### src/rtl/fetch_sequencer.sv
// fetch_sequencer: instruction fetch controller for a word-indexed,
// asynchronous-read instruction memory. Owns the PC, drives the memory
// address, and captures each fetched word with its PC into a 2-entry
// buffer that decode drains over a valid/ready handshake.
module fetch_sequencer #(
  parameter int DATA_W = 32,
  parameter int ADDR_W = 32,
  parameter int PC_W   = 5
) (
  input  logic              clk,
  input  logic              reset,
  input  logic              start,
  input  logic [PC_W:0]     prog_len,
  output logic [ADDR_W-1:0] imem_addr,
  input  logic [DATA_W-1:0] imem_data,
  input  logic              redirect_valid,
  input  logic [PC_W-1:0]   redirect_pc,
  output logic              inst_valid,
  input  logic              inst_ready,
  output logic [DATA_W-1:0] inst_data,
  output logic [PC_W-1:0]   inst_pc,
  output logic              busy,
  output logic              done
);

  typedef enum logic [1:0] {IDLE, FETCH, DRAIN, DONE} state_t;

  state_t            state, state_nxt;
  // pc and len carry one extra bit so a full-depth program ends at 2**PC_W
  logic [PC_W:0]     pc, pc_nxt;
  logic [PC_W:0]     len, len_nxt;
  logic [1:0]        count;
  logic [DATA_W-1:0] buf_data [2];
  logic [PC_W-1:0]   buf_pc   [2];
  logic [PC_W-1:0]   addr_hold;
  logic [PC_W-1:0]   fetch_addr;
  logic [PC_W:0]     redirect_ext;
  logic              in_run;
  logic              flush;
  logic              pop;
  logic              fetch;

  assign in_run       = (state == FETCH) || (state == DRAIN);
  assign flush        = in_run && redirect_valid;
  assign pop          = inst_valid && inst_ready;
  assign redirect_ext = {1'b0, redirect_pc};
  // A full buffer can still accept a push when the head leaves this cycle
  assign fetch        = (state == FETCH) && (pc < len) &&
                        ((count != 2'd2) || pop) && !redirect_valid;

  // Address follows the PC only while actively fetching; otherwise it holds
  assign fetch_addr = ((state == FETCH) && (pc < len)) ? pc[PC_W-1:0] : addr_hold;
  assign imem_addr  = {{(ADDR_W-PC_W){1'b0}}, fetch_addr};

  assign inst_valid = (count != 2'd0);
  assign inst_data  = buf_data[0];
  assign inst_pc    = buf_pc[0];
  assign busy       = in_run;
  assign done       = (state == DONE);

  // Next-state, PC and length selection
  always_comb begin
    state_nxt = state;
    pc_nxt    = pc;
    len_nxt   = len;
    case (state)
      IDLE, DONE: begin
        if (start) begin
          state_nxt = FETCH;
          pc_nxt    = '0;
          len_nxt   = prog_len;
        end
      end
      FETCH: begin
        if (redirect_valid) begin
          pc_nxt = redirect_ext;
        end else if (fetch) begin
          pc_nxt = pc + (PC_W+1)'(1);
        end else if (pc >= len) begin
          state_nxt = DRAIN;
        end
      end
      DRAIN: begin
        if (redirect_valid) begin
          pc_nxt    = redirect_ext;
          state_nxt = (redirect_ext < len) ? FETCH : DRAIN;
        end else if (count == 2'd0) begin
          state_nxt = DONE;
        end
      end
      default: state_nxt = IDLE;
    endcase
  end

  // Control registers: state, PC, program length, held address
  always_ff @(posedge clk) begin
    if (reset) begin
      state     <= IDLE;
      pc        <= '0;
      len       <= '0;
      addr_hold <= '0;
    end else begin
      state     <= state_nxt;
      pc        <= pc_nxt;
      len       <= len_nxt;
      addr_hold <= fetch_addr;
    end
  end

  // Two-entry buffer kept head-aligned at index 0; flush drops all entries
  always_ff @(posedge clk) begin
    if (reset) begin
      count <= 2'd0;
      for (int i = 0; i < 2; i++) begin
        buf_data[i] <= '0;
        buf_pc[i]   <= '0;
      end
    end else if (flush) begin
      count <= 2'd0;
    end else begin
      case ({fetch, pop})
        2'b10: begin
          if (count == 2'd0) begin
            buf_data[0] <= imem_data;
            buf_pc[0]   <= pc[PC_W-1:0];
          end else begin
            buf_data[1] <= imem_data;
            buf_pc[1]   <= pc[PC_W-1:0];
          end
          count <= count + 2'd1;
        end
        2'b01: begin
          buf_data[0] <= buf_data[1];
          buf_pc[0]   <= buf_pc[1];
          count       <= count - 2'd1;
        end
        2'b11: begin
          if (count == 2'd1) begin
            buf_data[0] <= imem_data;
            buf_pc[0]   <= pc[PC_W-1:0];
          end else begin
            buf_data[0] <= buf_data[1];
            buf_pc[0]   <= buf_pc[1];
            buf_data[1] <= imem_data;
            buf_pc[1]   <= pc[PC_W-1:0];
          end
        end
        default: ;
      endcase
    end
  end

endmodule
### config.mk
export PLATFORM = sky130hd
export DESIGN_NAME = fetch_sequencer
export DESIGN_NICKNAME = d
export VERILOG_FILES = /design/src/rtl/fetch_sequencer.sv
export SDC_FILE = /design/constraint.sdc
export NUM_CORES = 1
export LEC_CHECK = 0
export CORE_ASPECT_RATIO = 2
export CORE_MARGIN = 3
export CORE_UTILIZATION = 50
export DETAILED_ROUTE_END_ITERATION = 12
export GPL_ROUTABILITY_DRIVEN = 0
export PLACE_DENSITY = 0.81
export SYNTH_ARGS = -nofsm -noshare
export SYNTH_HDL_FRONTEND = slang
export SYNTH_SLANG_ARGS = --single-unit
### constraint.sdc
create_clock -name clk -period 5.6 [get_ports clk]
set_input_delay 0.56 -clock clk [delete_from_list [all_inputs] [get_ports clk]]
set_output_delay 0.56 -clock clk [all_outputs]
set_load 0.005 [all_outputs]
Word level (Yosys, flattened, before mapping)
Memory sizes are Yosys's and may differ from the RTL's. Index checks and enable logic that the tools add are counted.

Flip-flop bits (word level): 21. Memory bits (writable): 74. Output and inout bits: 72. Word-level logic and storage cells: 110. Memories: 2.

Memories: buf_data (depth 2, bits a word 32, rd ports 2, clocked after memory_dff 0, wr ports 2, line 33) `logic [DATA_W-1:0] buf_data [2];`; buf_pc (depth 2, bits a word 5, rd ports 2, clocked after memory_dff 0, wr ports 2, line 34) `logic [PC_W-1:0] buf_pc [2];`.

$add $sub $neg: 3. Magnitude comparators: 3. Equal/unequal tests: 15. Mux-type cells: 53. Bitwise logic cells: 12. Reductions and logical operators: 17.

Operators by type and width (number): $mux 32 (6); $mux 5 (7); $mux 1 (26); $mux 6 (4); $pmux 6 s3 (1); $mux 2 (7); $or 1x1->1 (12); $ne 2x2->1 const B (5); $eq 2x2->1 const B (4); $add 6x1->6 const B (1); $eq 2x1->1 const B (3); $ge 6x6->1 (1); $lt 5x6->1 (1); $lt 6x6->1 (1); $pmux 2 s3 (1); $logic_and 1x1->1 (5); $reduce_and 5->1 (1); $logic_not 2->1 (2); $pmux 2 s2 (1); $reduce_bool 2->1 (2); $reduce_or 2->1 (2); $ne 3x2->1 const B (1); $ne 3x3->1 const B (1); $reduce_and 3->1 (1); 6 further kinds (7).

Logic depth before layout (Yosys ltp)
Gate-level depths: netlist of the first run.

Word-level depth: 14. Depth in mapped cells: 13. Gate-level depth less buffers: 11.

Least setup slack after synthesis of the first run
No wires, ideal clock.

Kind: register to register. Start point: reg pc[3]. End point: mem buf_data[0][0] (enable). Library setup time: 0.483 ns. Data arrival time: 4.212 ns. Required time: 5.117 ns. Path slack: 0.905 ns. Stages on the path, launching flop included: 9. Buffers on the path: 0. Cell sequence: dfxtp_1 > ha_1 > and4_1 > o21ai_4 > nand4_1 > ha_1 > a41oi_4 > a21boi_0 > o21ai_0.

RTL lines: start, declared (line 30) `logic [PC_W:0] pc, pc_nxt;`; start signal, assigned (line 104) `pc <= pc_nxt;`; end, declared (line 33).

Final worst setup path of the first run
Start point: reg pc[3]. End point: out imem_addr[3].

Word-level cells in the longest chain between the ends: 3.

RTL lines: $lt 6x6->1 (line 52) `assign fetch_addr = ((state == FETCH) && (pc < len)) ? pc[PC_W-1:0] : addr_hold;`; $logic_and 1x1->1 (line 52); $mux 5 (*) (line 52); end, declared (line 14) `output logic [ADDR_W-1:0] imem_addr,`.

Mark *: on every way between the ends. The rest lies on a longest branch, timed or not.

==> results of run 1 <==
## cell type report
type	count	area (µm²)
Tap cell	130	162.7
Clock buffer	10	229.0
Multi-Input combinational cell	244	1752
Sequential cell	95	2643
Timing Repair Buffer	97	958.4
Fill cell	786	3643
Inverter	18	67.56
Clock inverter	6	53.80
## metrics by stage
stage | hold slack [ns] | setup slack (ns)
global route | 0.4918 | 2.248
CTS | 0.4578 | 2.333
finish | 0.4563 | 2.334
floorplan | 0.4363 | 0.9051
detailed placement | 0.4490 | 2.260
global placement | 0.4441 | 2.349
## power groups by stage
stage,logic (mW),clock network [mW],registers [mW]
floorplan,0.484,0,0.960
global placement,0.648,0,0.961
detailed placement,0.668,0,0.968
CTS,0.672,0.590,0.952
global route,0.718,0.611,0.965
finish,0.664,0.577,0.950
## cells in the mapped netlist (2+ instances only)
library cell  count  area share [%]
o31ai_1           2            0.30
a211oi_1          2            0.30
nand3_1          12             1.2
o21ai_0           4            0.40
o211ai_1          2            0.30
a21boi_0          4            0.61
buf_4            65             9.8
xor2_1            4            0.71
mux2_2            5             1.1
nor3_1            2            0.20
buf_2             2            0.20
and2_1           39             4.9
edfxtp_1         74              45
dfxtp_1          21             8.5
o32ai_1           3            0.53
nand4_1           2            0.25
inv_1            18             1.4
nor2b_1           6            0.76
buf_6             7             1.6
nor2_1           14             1.1
ha_1             19             4.8
nand2b_1          5            0.63
a22o_1           38             6.7
a21oi_1           9            0.91
clkbuf_1          7            0.53
or2_1             2            0.25
a211o_1           3            0.53
nand2_1          12            0.91
## metal layers
layer  global-route usage, %  vias up  share of wire [%]
li1                        -     1508                  -
met1                   16.87     1528                 37
met2                   32.63      130                 54
met3                   3.804       28                4.9
met4                   8.893        0                4.1
met5                       0        -                  0
## cell families (layout without fill, tap and decap cells)
logic type	count (synthesis)	count (layout)	synth area share, %
AOI/OAI and AO/OA	84	84	14.39
muxes	5	5	1.136
and+or+nand+nor	104	104	11.87
buffers and inverters	99	131	13.53
xor gates and xnor gates	5	5	0.8836
DFF	95	95	53.32
adders and majority gates	19	19	4.797
other	1	27	0.07567
## sequential cells by signal, summed over array words and instances (netlist names)
register and count:
len 6, buf_pc 10, addr_hold 5, buf_data 64, state 2, pc 6, count 2
## critical path: cells and delay by family, from the launching register on
| kind | cells | cell delay [ns] |
|---|---|---|
| AOI/OAI and AO/OA | 1 | 0.35 |
| DFF | 1 | 0.48 |
| buffers and inverters | 1 | 0.51 |
| muxes | 1 | 0.35 |
| and+or+nand+nor | 2 | 0.39 |
| adders and majority gates | 1 | 0.30 |
## worst max-delay path by stage
stage	from	end	depth (start not counted)
5_1_grt	pc[3]$_SDFFE_PP0P_	imem_addr[3]	6
6_report	pc[3]$_SDFFE_PP0P_	imem_addr[3]	6
2_1_floorplan	pc[3]$_SDFFE_PP0P_	buf_data[0][0]$_DFFE_PP_	8
4_1_cts	pc[2]$_SDFFE_PP0P_	imem_addr[0]	6
3_3_place_gp	redirect_valid	buf_data[0][25]$_DFFE_PP_	7
3_5_place_dp	redirect_valid	buf_data[0][26]$_DFFE_PP_	7
==> flow_summary.toml, run 1 <==
[layout]
fin_cells = 600
final_common_cell = "clkdlybuf4s50_1"
final_cell_mix = "clkdlybuf4s50_1, edfxtp_1, and2_1"
layout-drive-gt1-share_pct = 7.872
design_area_um2 = 5866
n_antenna_cell = 0
area_delta_synth_final_pct = 18.35
final_util_pct = 61.68
final_nets = 532

[floorplan]
rows = 50
start_util_pct = 52.12
die_area_um2 = 11220
pin_count = 120
die_y_um = 146.8
core_area_um2 = 9509
die_w_um = 76.40

[setup_path]
r2r_start = "pc[2]$_SDFFE_PP0P_"
cp.required_ns = 5.04
cp_slowest_stage_delay_ns = 0.51
critPathMaxFanout = 8
crit_type = "reg -> out"
rr_worst_depth = 8
startpoint_type = "flop"
endpoint_kind = "output port"
r2r_slack_ns = 2.50
slowest_stage = "clkdlybuf4s50_1"
worstPathArrival_ns = 2.71
crit_chain = "ha_1 -> a211o_1 -> nand2_4 -> nand3_1 -> mux2_2 -> clkdlybuf4s50_1"
timing.rr.end = "buf_data[0][23]$_DFFE_PP_"

[clock_network]
cts.clk_slew.worst_paths_ns = 0.07
clock_path_buffers = 2
numClockSinks = 95
cts_tree = "yes"
cts_hold_buf = 0
clk_latency_ns = 0.34
cts_root_buf = "clkbuf_16"
cts.repair.resized = 0
cts_made_buffers = 9
htree_levels = 3
cts_setup_buffers = 0

[yosys]
synthDistinctLibCells = 57
synth-seq-cells = 95
synthArstFlopShare_pct = 0
syn-cell-area_um2 = 4956
synth_flop_cell = "edfxtp_1"
ys_warn_count = 0
synth.avg_cell_area_um2 = 12.03
syn_inst = 412
ys_seq_area_share_pct = 53.32
synth-edff-count = 74

[pwr]
sequentialPowerShare_pct = 43.4
switchingPower_mw = 0.6681
leakage_nw = 2.233
power_density_nw_per_um2 = 373.7
pwr-share-clk_pct = 26.3
total_power_mw = 2.192
swShare_pct = 30.48
share_comb_of_total_power_pct = 30.3
ir_worst_vdd_mv = 0.2667
power.internal_mw = 1.524

[timing]
slew_headroom_pct = 24.50
final-setup-viol-count = 0
fin_crit_sh_pct = 58.32
final.setup.tns_ns = 0
worst_pin_slew_ns = 1.128
max_freq_mhz = 306.2
slew_viol_final = 0
min_period_ns = 3.266
timing.final.hold_violations = 0
worst_clock_skew_ns = 0.007889
rsz0062_at_grt = "false"

[job]
maxCapViolCount = 0

[placed_design]
place_area_um2 = 5583
dp_hpwl_um = 6918
dpl.cell_count = 584
io_buffers = 92

[detailed_routing]
first_pass_iters = 4
wl_per_cell_um = 15.89
drt-total-wl_um = 9534
viasPerCell = 5.323
vias = 3194
drtIter0Drc = 112
drc_errors = 0
ant_nets = 0

[global_routing]
grt_max_degree = 38
grt-ovfl-total = 0
grt_pass1_vias = 3134
grt_use_total_pct = 17.12
antenna_found_initial = 0
grt_first_pass_wirelength_um = 15230

[worst_hold_path]
hold_depth = 2
min_from = "len[2]$_SDFFE_PP0P_"
hold_end = "len[2]$_SDFFE_PP0P_"
hold_class = "reg -> reg"

[outcome]
outcome = "complete, no violations"
Note: power is estimated with default switching activity, not from simulation.
==> inputs of run 2 (changes only) <==
clock period = 3.26 ns   (was 5.6 ns; I/O delays follow)
==> run 2 against run 1 <==
Net effect: via count decreased by 0.78%; utilization grew 1.1 points; largest cell class unchanged; highest routed layer unchanged; combinational power grew 79%; clock-buffer cell count unchanged.
==> flow_summary.toml, run 2 (synthesis results as in run 1) <==
[layout]
area_delta_synth_final_pct = 20.50
layout-drive-gt1-share_pct = 9.746
final_util_pct = 62.80
final_nets = 534
top_regs = "buf_data: 64 flops, buf_pc: 10 flops"
final_common_cell = "clkdlybuf4s50_1"
fillers = 761
largest_reg_flops = 64
multi_input_area_um2 = 1772
top_register = "buf_data"
n_antenna_cell = 0
design_area_um2 = 5972
final-seq-area_um2 = 2650
final_cell_mix = "clkdlybuf4s50_1, edfxtp_1, and2_1"
fin_cells = 602

[detailed_routing]
drtIter0Drc = 140
viasPerCell = 5.264
ant_nets = 0
drt-total-wl_um = 9742
wl_per_cell_um = 16.18
first_pass_iters = 4
drc_errors = 0
vias = 3169

[floorplan]
pin_count = 120
die_area_um2 = 11220
die_w_um = 76.40
start_util_pct = 52.12
die_y_um = 146.8
core_area_um2 = 9509
rows = 50

[global_routing]
antenna_found_initial = 0
grt_use_total_pct = 17.45
grt_max_degree = 38
grt_pass1_vias = 3222
grt_first_pass_wirelength_um = 15700
grt-ovfl-total = 0

[setup_path]
r2r_slack_ns = 0.34
endpoint_kind = "output port"
worstPathArrival_ns = 2.61
crit_chain = "ha_1 -> and4_1 -> o21ai_4 -> nand3_1 -> mux2_2 -> clkdlybuf4s50_1"
cp_slowest_stage_delay_ns = 0.50
r2r_start = "count[0]$_SDFFE_PP0P_"
cp_top_family = "simple AND/OR/NAND/NOR gates"
crit_buf_inv = 1
slowest_stage = "clkdlybuf4s50_1"
cp.required_ns = 2.93
timing.rr.end = "buf_pc[0][2]$_DFFE_PP_"
startpoint_type = "flop"
crit_type = "reg -> out"
critPathMaxFanout = 7
rr_worst_depth = 10

[pwr]
power_density_nw_per_um2 = 659.8
leakage_nw = 2.278
ir_worst_vdd_mv = 0.4438

[timing]
worst_pin_slew_ns = 0.5439
slew_viol_final = 0
slew_headroom_pct = 63.57
timing.final.hold_violations = 0
rsz0062_at_grt = "false"
fin_crit_sh_pct = 90.11
hold_ws_ns = 0.4619
max_freq_mhz = 340.4
final-setup-viol-count = 0
worst_clock_skew_ns = 0.008201
min_period_ns = 2.938

[worst_hold_path]
hold_depth = 2
min_from = "len[2]$_SDFFE_PP0P_"
hold_class = "reg -> reg"
hold_end = "len[2]$_SDFFE_PP0P_"

[clock_network]
clk_latency_ns = 0.34
cts.clk_slew.worst_paths_ns = 0.07
cts_made_buffers = 9
cts.repair.resized = 0
clock_path_buffers = 2
cts_setup_buffers = 0
cts_hold_buf = 0
cts_tree = "yes"
cts_root_buf = "clkbuf_16"
htree_levels = 3
numClockSinks = 95

[outcome]
outcome = "complete, no violations"

[job]
maxCapViolCount = 0

[placed_design]
dpl.cell_count = 586
io_buffers = 92
place_area_um2 = 5650
dp_hpwl_um = 7178
## run 2: cell count changes in the layout (fill, tap and decap cells not counted), sizes merged
| cell | delta |
|---|---|
| buf | +2 |
| clkinv | -3 |
| bufinv | +2 |
| clkinvlp | +1 |
## run 2: tightest hold or removal path: stages, from the launching register on
cell and delay, ns:
dfxtp_1 0.31, nand2_1 0.05, a21oi_1 0.06
## run 2: report_power, final
part | internal (mW) | switching, mW
Sequential | 1.56 | 0.0744
Combinational | 0.558 | 0.633
Clock | 0.678 | 0.439
Total | 2.79 | 1.15
## run 2: how the worst max path moves through the flow
stage	slack, ns	to	start	cells past startpoint
global placement	0.58	buf_data[0][27]$_DFFE_PP_	pc[4]$_SDFFE_PP0P_	9
finish	0.32	imem_addr[2]	pc[4]$_SDFFE_PP0P_	6
CTS	0.30	imem_addr[1]	pc[4]$_SDFFE_PP0P_	6
global route	0.21	imem_addr[2]	len[1]$_SDFFE_PP0P_	7
detailed placement	0.40	buf_data[0][25]$_DFFE_PP_	count[0]$_SDFFE_PP0P_	10
floorplan	-0.16	buf_data[0][32]$_DFFE_PP_	len[3]$_SDFFE_PP0P_	6
## run 2: through the flow
step | TNS, ns | power [mW] | setup slack (ns)
6_report | 0 | 3.940 | 0.3223
3_3_place_gp | 0 | 2.801 | 0.5791
2_1_floorplan | -5.884 | 2.485 | -0.1590
5_1_grt | 0 | 4.125 | 0.2130
4_1_cts | 0 | 3.979 | 0.2982
3_5_place_dp | 0 | 2.859 | 0.4005
## run 2: final cells by class
class                           instances  share of cell area (%)
Inverter                               18                   1.131
Multi-Input combinational cell        244                   29.67
Sequential cell                        95                   44.37
Clock buffer                           10                   3.834
Timing Repair Buffer                   99                   16.72
Tap cell                              130                   2.724
Clock inverter                          6                   1.550
## run 2: routing by layer
layer | track usage (%) | vias up | wire length (µm)
met5 | 0 | - | 0
met4 | 9.891 | 0 | 323
met3 | 3.067 | 20 | 431
met2 | 33.16 | 114 | 5457
met1 | 17.46 | 1527 | 3530
li1 | - | 1508 | -
==> inputs of run 3 (changes only) <==
CAP_MARGIN = 20   (was default)
SLEW_MARGIN = 20   (was default)
==> results of run 3 <==
The final DEF is identical to that of run 2; final timing and power are the same.
